==> src/rtl/mc_ctrl_fsm.sv <==
// Multi-cycle RV32I control sequencer: FETCH/DECODE/EXECUTE/MEM/WB with a memory
// handshake, a wait-cycle timeout and sticky trap flags.
module mc_ctrl_fsm #(
  parameter int TIMEOUT_CYCLES = 15,
  parameter int TCW            = 4
) (
  input  logic        clk,
  input  logic        rst_n,
  input  logic [31:0] instr,
  input  logic        mem_ready,
  input  logic        alu_zero,
  output logic        mem_req,
  output logic        mem_we,
  output logic        adr_src,
  output logic        ir_write,
  output logic        pc_write,
  output logic        reg_write,
  output logic [1:0]  alu_src_a,
  output logic [1:0]  alu_src_b,
  output logic [1:0]  result_src,
  output logic [1:0]  alu_op,
  output logic [1:0]  imm_sel,
  output logic        illegal,
  output logic        bus_err,
  output logic        halted
);

  // state    | meaning
  // IDLE     | out of reset, no activity
  // FETCH    | read instruction at PC, PC+4 on completion
  // DECODE   | branch target into ALUOut, dispatch on opcode
  // MEMADR   | rs1 + imm address for lw/sw
  // MEMRD    | load data read, waits on mem_ready
  // MEMWR    | store data write, waits on mem_ready
  // MEMWB    | write loaded data to rd
  // EXECR    | register-register ALU op
  // EXECI    | register-immediate ALU op
  // ALUWB    | write ALUOut to rd
  // BRANCH   | compare rs1/rs2, take branch on zero
  // TRAP     | halted until reset (illegal opcode or bus timeout)
  typedef enum logic [3:0] {
    S_IDLE, S_FETCH, S_DECODE, S_MEMADR, S_MEMRD, S_MEMWR,
    S_MEMWB, S_EXECR, S_EXECI, S_ALUWB, S_BRANCH, S_TRAP
  } state_t;

  localparam logic [6:0] OP_LOAD   = 7'b0000011;
  localparam logic [6:0] OP_STORE  = 7'b0100011;
  localparam logic [6:0] OP_REG    = 7'b0110011;
  localparam logic [6:0] OP_IMM    = 7'b0010011;
  localparam logic [6:0] OP_BRANCH = 7'b1100011;

  localparam logic [TCW-1:0] LIMIT  = TCW'(TIMEOUT_CYCLES);
  localparam bit             TO_EN  = (TIMEOUT_CYCLES != 0);
  localparam logic [TCW-1:0] CNT_MAX = '1;

  state_t         state, state_next;
  logic [TCW-1:0] cnt, cnt_next;
  logic           is_mem, timeout, set_illegal, set_bus_err;

  always_ff @(posedge clk or negedge rst_n) begin
    if (!rst_n) begin
      state   <= S_IDLE;
      cnt     <= '0;
      illegal <= 1'b0;
      bus_err <= 1'b0;
    end else begin
      state <= state_next;
      cnt   <= cnt_next;
      if (set_illegal) illegal <= 1'b1;
      if (set_bus_err) bus_err <= 1'b1;
    end
  end

  assign is_mem  = (state == S_FETCH) || (state == S_MEMRD) || (state == S_MEMWR);
  // A ready arriving on the limit cycle still completes the access.
  assign timeout = TO_EN && is_mem && !mem_ready && (cnt == LIMIT);

  always_comb begin
    state_next  = state;
    set_illegal = 1'b0;
    set_bus_err = 1'b0;
    mem_req     = 1'b0;
    mem_we      = 1'b0;
    adr_src     = 1'b0;
    ir_write    = 1'b0;
    pc_write    = 1'b0;
    reg_write   = 1'b0;
    alu_src_a   = 2'b00;
    alu_src_b   = 2'b00;
    result_src  = 2'b00;
    alu_op      = 2'b00;
    imm_sel     = 2'b00;
    halted      = 1'b0;

    case (state)
      S_IDLE: state_next = S_FETCH;
      S_FETCH: begin
        mem_req   = 1'b1;
        alu_src_b = 2'b10;
        if (mem_ready) begin
          ir_write   = 1'b1;
          pc_write   = 1'b1;
          state_next = S_DECODE;
        end
      end
      S_DECODE: begin
        alu_src_a = 2'b01;
        alu_src_b = 2'b01;
        imm_sel   = 2'b10;
        case (instr[6:0])
          OP_LOAD, OP_STORE: state_next = S_MEMADR;
          OP_REG:            state_next = S_EXECR;
          OP_IMM:            state_next = S_EXECI;
          OP_BRANCH:         state_next = S_BRANCH;
          default: begin
            state_next  = S_TRAP;
            set_illegal = 1'b1;
          end
        endcase
      end
      S_MEMADR: begin
        alu_src_a  = 2'b10;
        alu_src_b  = 2'b01;
        // opcode bit 5 separates store from load
        imm_sel    = instr[5] ? 2'b01 : 2'b00;
        state_next = instr[5] ? S_MEMWR : S_MEMRD;
      end
      S_MEMRD: begin
        mem_req = 1'b1;
        adr_src = 1'b1;
        if (mem_ready) state_next = S_MEMWB;
      end
      S_MEMWR: begin
        mem_req = 1'b1;
        mem_we  = 1'b1;
        adr_src = 1'b1;
        if (mem_ready) state_next = S_FETCH;
      end
      S_MEMWB: begin
        reg_write  = 1'b1;
        result_src = 2'b01;
        state_next = S_FETCH;
      end
      S_EXECR: begin
        alu_src_a  = 2'b10;
        alu_op     = 2'b10;
        state_next = S_ALUWB;
      end
      S_EXECI: begin
        alu_src_a  = 2'b10;
        alu_src_b  = 2'b01;
        alu_op     = 2'b10;
        state_next = S_ALUWB;
      end
      S_ALUWB: begin
        reg_write  = 1'b1;
        state_next = S_FETCH;
      end
      S_BRANCH: begin
        alu_src_a  = 2'b10;
        alu_op     = 2'b01;
        pc_write   = alu_zero;
        state_next = S_FETCH;
      end
      S_TRAP: halted = 1'b1;
      default: state_next = S_IDLE;
    endcase

    if (timeout) begin
      state_next  = S_TRAP;
      set_bus_err = 1'b1;
    end
  end

  always_comb begin
    cnt_next = cnt;
    if (state_next != state)
      cnt_next = '0;
    else if (is_mem && mem_ready)
      cnt_next = '0;
    else if (is_mem && (cnt != CNT_MAX))
      cnt_next = cnt + 1'b1;
  end

endmodule
==> config.mk <==
export PLATFORM = sky130hd
export DESIGN_NAME = mc_ctrl_fsm
export DESIGN_NICKNAME = d
export VERILOG_FILES = /design/src/rtl/mc_ctrl_fsm.sv
export SDC_FILE = /design/constraint.sdc
export NUM_CORES = 1
export LEC_CHECK = 0
export BUFFER_PORTS_ARGS = -buffer_cell sky130_fd_sc_hd__buf_2
export CORE_ASPECT_RATIO = 0.75
export CORE_MARGIN = 10
export CORE_UTILIZATION = 42
export DETAILED_ROUTE_END_ITERATION = 6
export PLACE_DENSITY = 0.81
export SLEW_MARGIN = 20
export SYNTH_ARGS = -nofsm -noshare
export SYNTH_HDL_FRONTEND = slang
export SYNTH_SLANG_ARGS = --single-unit
==> constraint.sdc <==
create_clock -name clk -period 2.4 [get_ports clk]
set_clock_uncertainty 0.15 [all_clocks]
set_input_delay 0.36 -clock clk [delete_from_list [all_inputs] [get_ports clk]]
set_output_delay 0.36 -clock clk [all_outputs]
set_load 0.005 [all_outputs]
==> flow_summary.json <==
{
  "portBuffers": 28,
  "grt_pass1_wl_um": 3840,
  "drt_iter0_drc": 27,
  "dr.pass1.iters": 4,
  "synthFlopType": "dfrtp_1",
  "leakage_nw": 0.503,
  "syn_area_per_cell_um2": 8.62,
  "fmaxAchievable_ghz": 0.452,
  "min_path_cells": 1,
  "area_growth_pct": 19.4,
  "dpl_cell_area_um2": 997,
  "vias": 832,
  "crit_fanout": 15,
  "synth_edf_count": 0,
  "period_share_pct": 92.3,
  "htreeDepth": 1,
  "slowest_delay_ns": 0.67,
  "start_kind": "flip-flop",
  "grt_max_degree": 16,
  "cts.sinks": 10,
  "cts_tree": "yes",
  "antenna_violating_nets_post_route": 0,
  "io_pins": 55,
  "num_rows": 14,
  "synthesis.nets": 137,
  "outcome": "completed",
  "finalSetupViolCount": 0,
  "nets": 166,
  "max_cap_viol_count": 0,
  "yosysSeqAreaShare_pct": 29.0,
  "synth-warning-count": 0,
  "wl_um": 2250,
  "ir_drop_v": 0.000491,
  "grt_pass1_vias": 840,
  "cts_resized": 0,
  "critPathSlowestCell": "dfrtp_1",
  "p_per_area_nw_per_um2": 945,
  "synth-async-reset-ratio_pct": 100,
  "dp_worst_setup_slack_ns": 0.297,
  "fin_setup_tns_ns": 0,
  "start_util_pct": 43.6,
  "drive_above_1_share_pct": 36.2,
  "crit_required_ns": 1.89,
  "gp_congestion": 0.890,
  "antenna_found_initial": 0,
  "grt_usage_pct": 10.9,
  "rr_worst_depth": 6,
  "regToRegSetupSlack_ns": 0.29,
  "clk_pin_slew_ns": 0.06,
  "antennaDiodeCount": 0,
  "setup_slack_ns": 0.185,
  "die_y_um": 59.2,
  "clock_path_buffers": 2,
  "postLayoutCellArea_um2": 1030,
  "die_w_um": 72.3,
  "cts-root-buf": "clkbuf_4",
  "hold_class": "flip-flop to flip-flop",
  "clkLatencyLatePin_ns": 0.26,
  "synth.distinct_cells": 45,
  "rsz0062_at_grt": "false",
  "fin_crit_ns": 2.21,
  "hold_start": "illegal",
  "syn-cell-area_um2": 862,
  "core_um2": 1980,
  "slew_viol_final": 0,
  "path_cells": "or4b_4, inv_2, buf_2",
  "reg2reg_from": "cnt[0]",
  "synth_seq_cells": 10,
  "p_total_mw": 0.974,
  "dp_hpwl_um": 1850,
  "r2r_end": "cnt[2]",
  "whs_endpoint": "illegal",
  "grt-ovfl-total": 0,
  "route.detailed.drc": 0,
  "numCtsBuffers": 3,
  "crit_path_end_kind": "output port",
  "worst_slew_pin_slew_ns": 0.534,
  "finalHoldViolCount": 0,
  "routedWlPerCell_um": 14.9,
  "post_cts_buffers": 0,
  "netlist_instances": 100,
  "path_class": "flip-flop to output port",
  "viasPerCell": 5.51,
  "worstPathArrival_ns": 1.70,
  "dieArea_um2": 4280,
  "maxSlewHeadroom_pct": 64.4
}
## cell families after synthesis
family	after synthesis	share of synthesized area, %
fa+ha+maj	1	1.45
buf+inv	11	7.11
compound gates	20	17.4
other cells	1	0.435
xor+xnor	2	2.90
simple gates	51	37.0
mux	4	4.64
flops	10	29.0
## worst max path at each step
stage	to	cells after the start	slack, ns	startpoint
finish	alu_src_a[0]	3	0.19	state[1]
floorplan	cnt[3]	6	0.45	cnt[0]
detailed placement	cnt[2]	5	0.30	state[1]
CTS	alu_src_a[0]	3	0.19	state[1]
global route	imm_sel[1]	3	0.11	state[1]
global placement	cnt[3]	6	0.33	cnt[0]
## routing by layer
layer  part of all wire [%]  track usage [%]  up-vias
met5                      0                0        -
li1                       -                -      422
met2                     48             17.7       24
met3                    6.7             3.69        2
met4                   0.67             2.75        0
met1                     45             13.5      384
## per-stage QoR
step / util, % / std cells / hold slack, ns
4_1_cts: 52.0 / 151 / 0.311
3_5_place_dp: 50.4 / 147 / 0.0842
2_1_floorplan: - / 100 / -0.0856
3_3_place_gp: 50.4 / 147 / 0.0799
6_report: 52.0 / 151 / 0.308
5_1_grt: 52.0 / 151 / 0.345
## cells in the mapped netlist, types with 2 or more instances
| master | count | area [um2] |
|---|---|---|
| or2_2 | 3 | 18.8 |
| o22ai_1 | 2 | 12.5 |
| nand3b_1 | 3 | 22.5 |
| buf_4 | 3 | 22.5 |
| inv_1 | 4 | 15.0 |
| o21ai_0 | 4 | 20.0 |
| nand2b_1 | 4 | 25.0 |
| o21a_1 | 2 | 15.0 |
| mux2i_1 | 4 | 40.0 |
| nor3_1 | 6 | 30.0 |
| nand3_1 | 2 | 10.0 |
| nand2_1 | 8 | 30.0 |
| a21oi_1 | 2 | 10.0 |
| dfrtp_1 | 10 | 250 |
| nor2_1 | 10 | 37.5 |
| nor2b_1 | 3 | 18.8 |
| nand4_1 | 2 | 12.5 |
## placed cells by master, fill, tap and decap left out, types with 2 or more instances in the layout
cell,count
or2_2,3
nor3_1,6
a21oi_1,2
nand4_1,2
nand2_1,8
nand2b_1,4
mux2i_1,4
o21ai_0,4
clkbuf_4,3
inv_1,4
buf_2,28
o22ai_1,2
o21a_1,2
nor2b_1,3
nor2_1,10
nand3b_1,3
nand3_1,2
dfrtp_1,10
## critical path, delay by kind of cell, from the launching register on
family	cells	cell delay, ns
flip-flops	1	0.67
AND/OR/NAND/NOR	1	0.55
buffers and inverters	2	0.22
## timing repair
item                                   in CTS  in global routing
hold buffers                                1                  0
endpoints found under the hold margin      10                  0
setup endpoints to repair                   0                  0
## sequential cells by signal (all words and copies together) (netlist names)
name and count:
illegal 1, bus_err 1, cnt 4, state 4
## layout make-up
| class | count | area, um2 |
|---|---|---|
| clock buffers | 3 | 22.5 |
| fillers | 183 | 950 |
| inverters | 5 | 18.8 |
| multi-input cells | 79 | 551 |
| flip-flops and latches | 10 | 250 |
| well taps | 24 | 30.0 |
| repair buffers | 30 | 158 |
## where the power goes
group / leakage (nW) / total, mW / switching, mW / internal [mW]
registers: 0.128 / 0.301 / 0.100 / 0.201
logic: 0.361 / 0.563 / 0.307 / 0.257
clock network: 0.0138 / 0.109 / 0.0518 / 0.0576
Note: power is estimated with default switching activity, not from simulation.
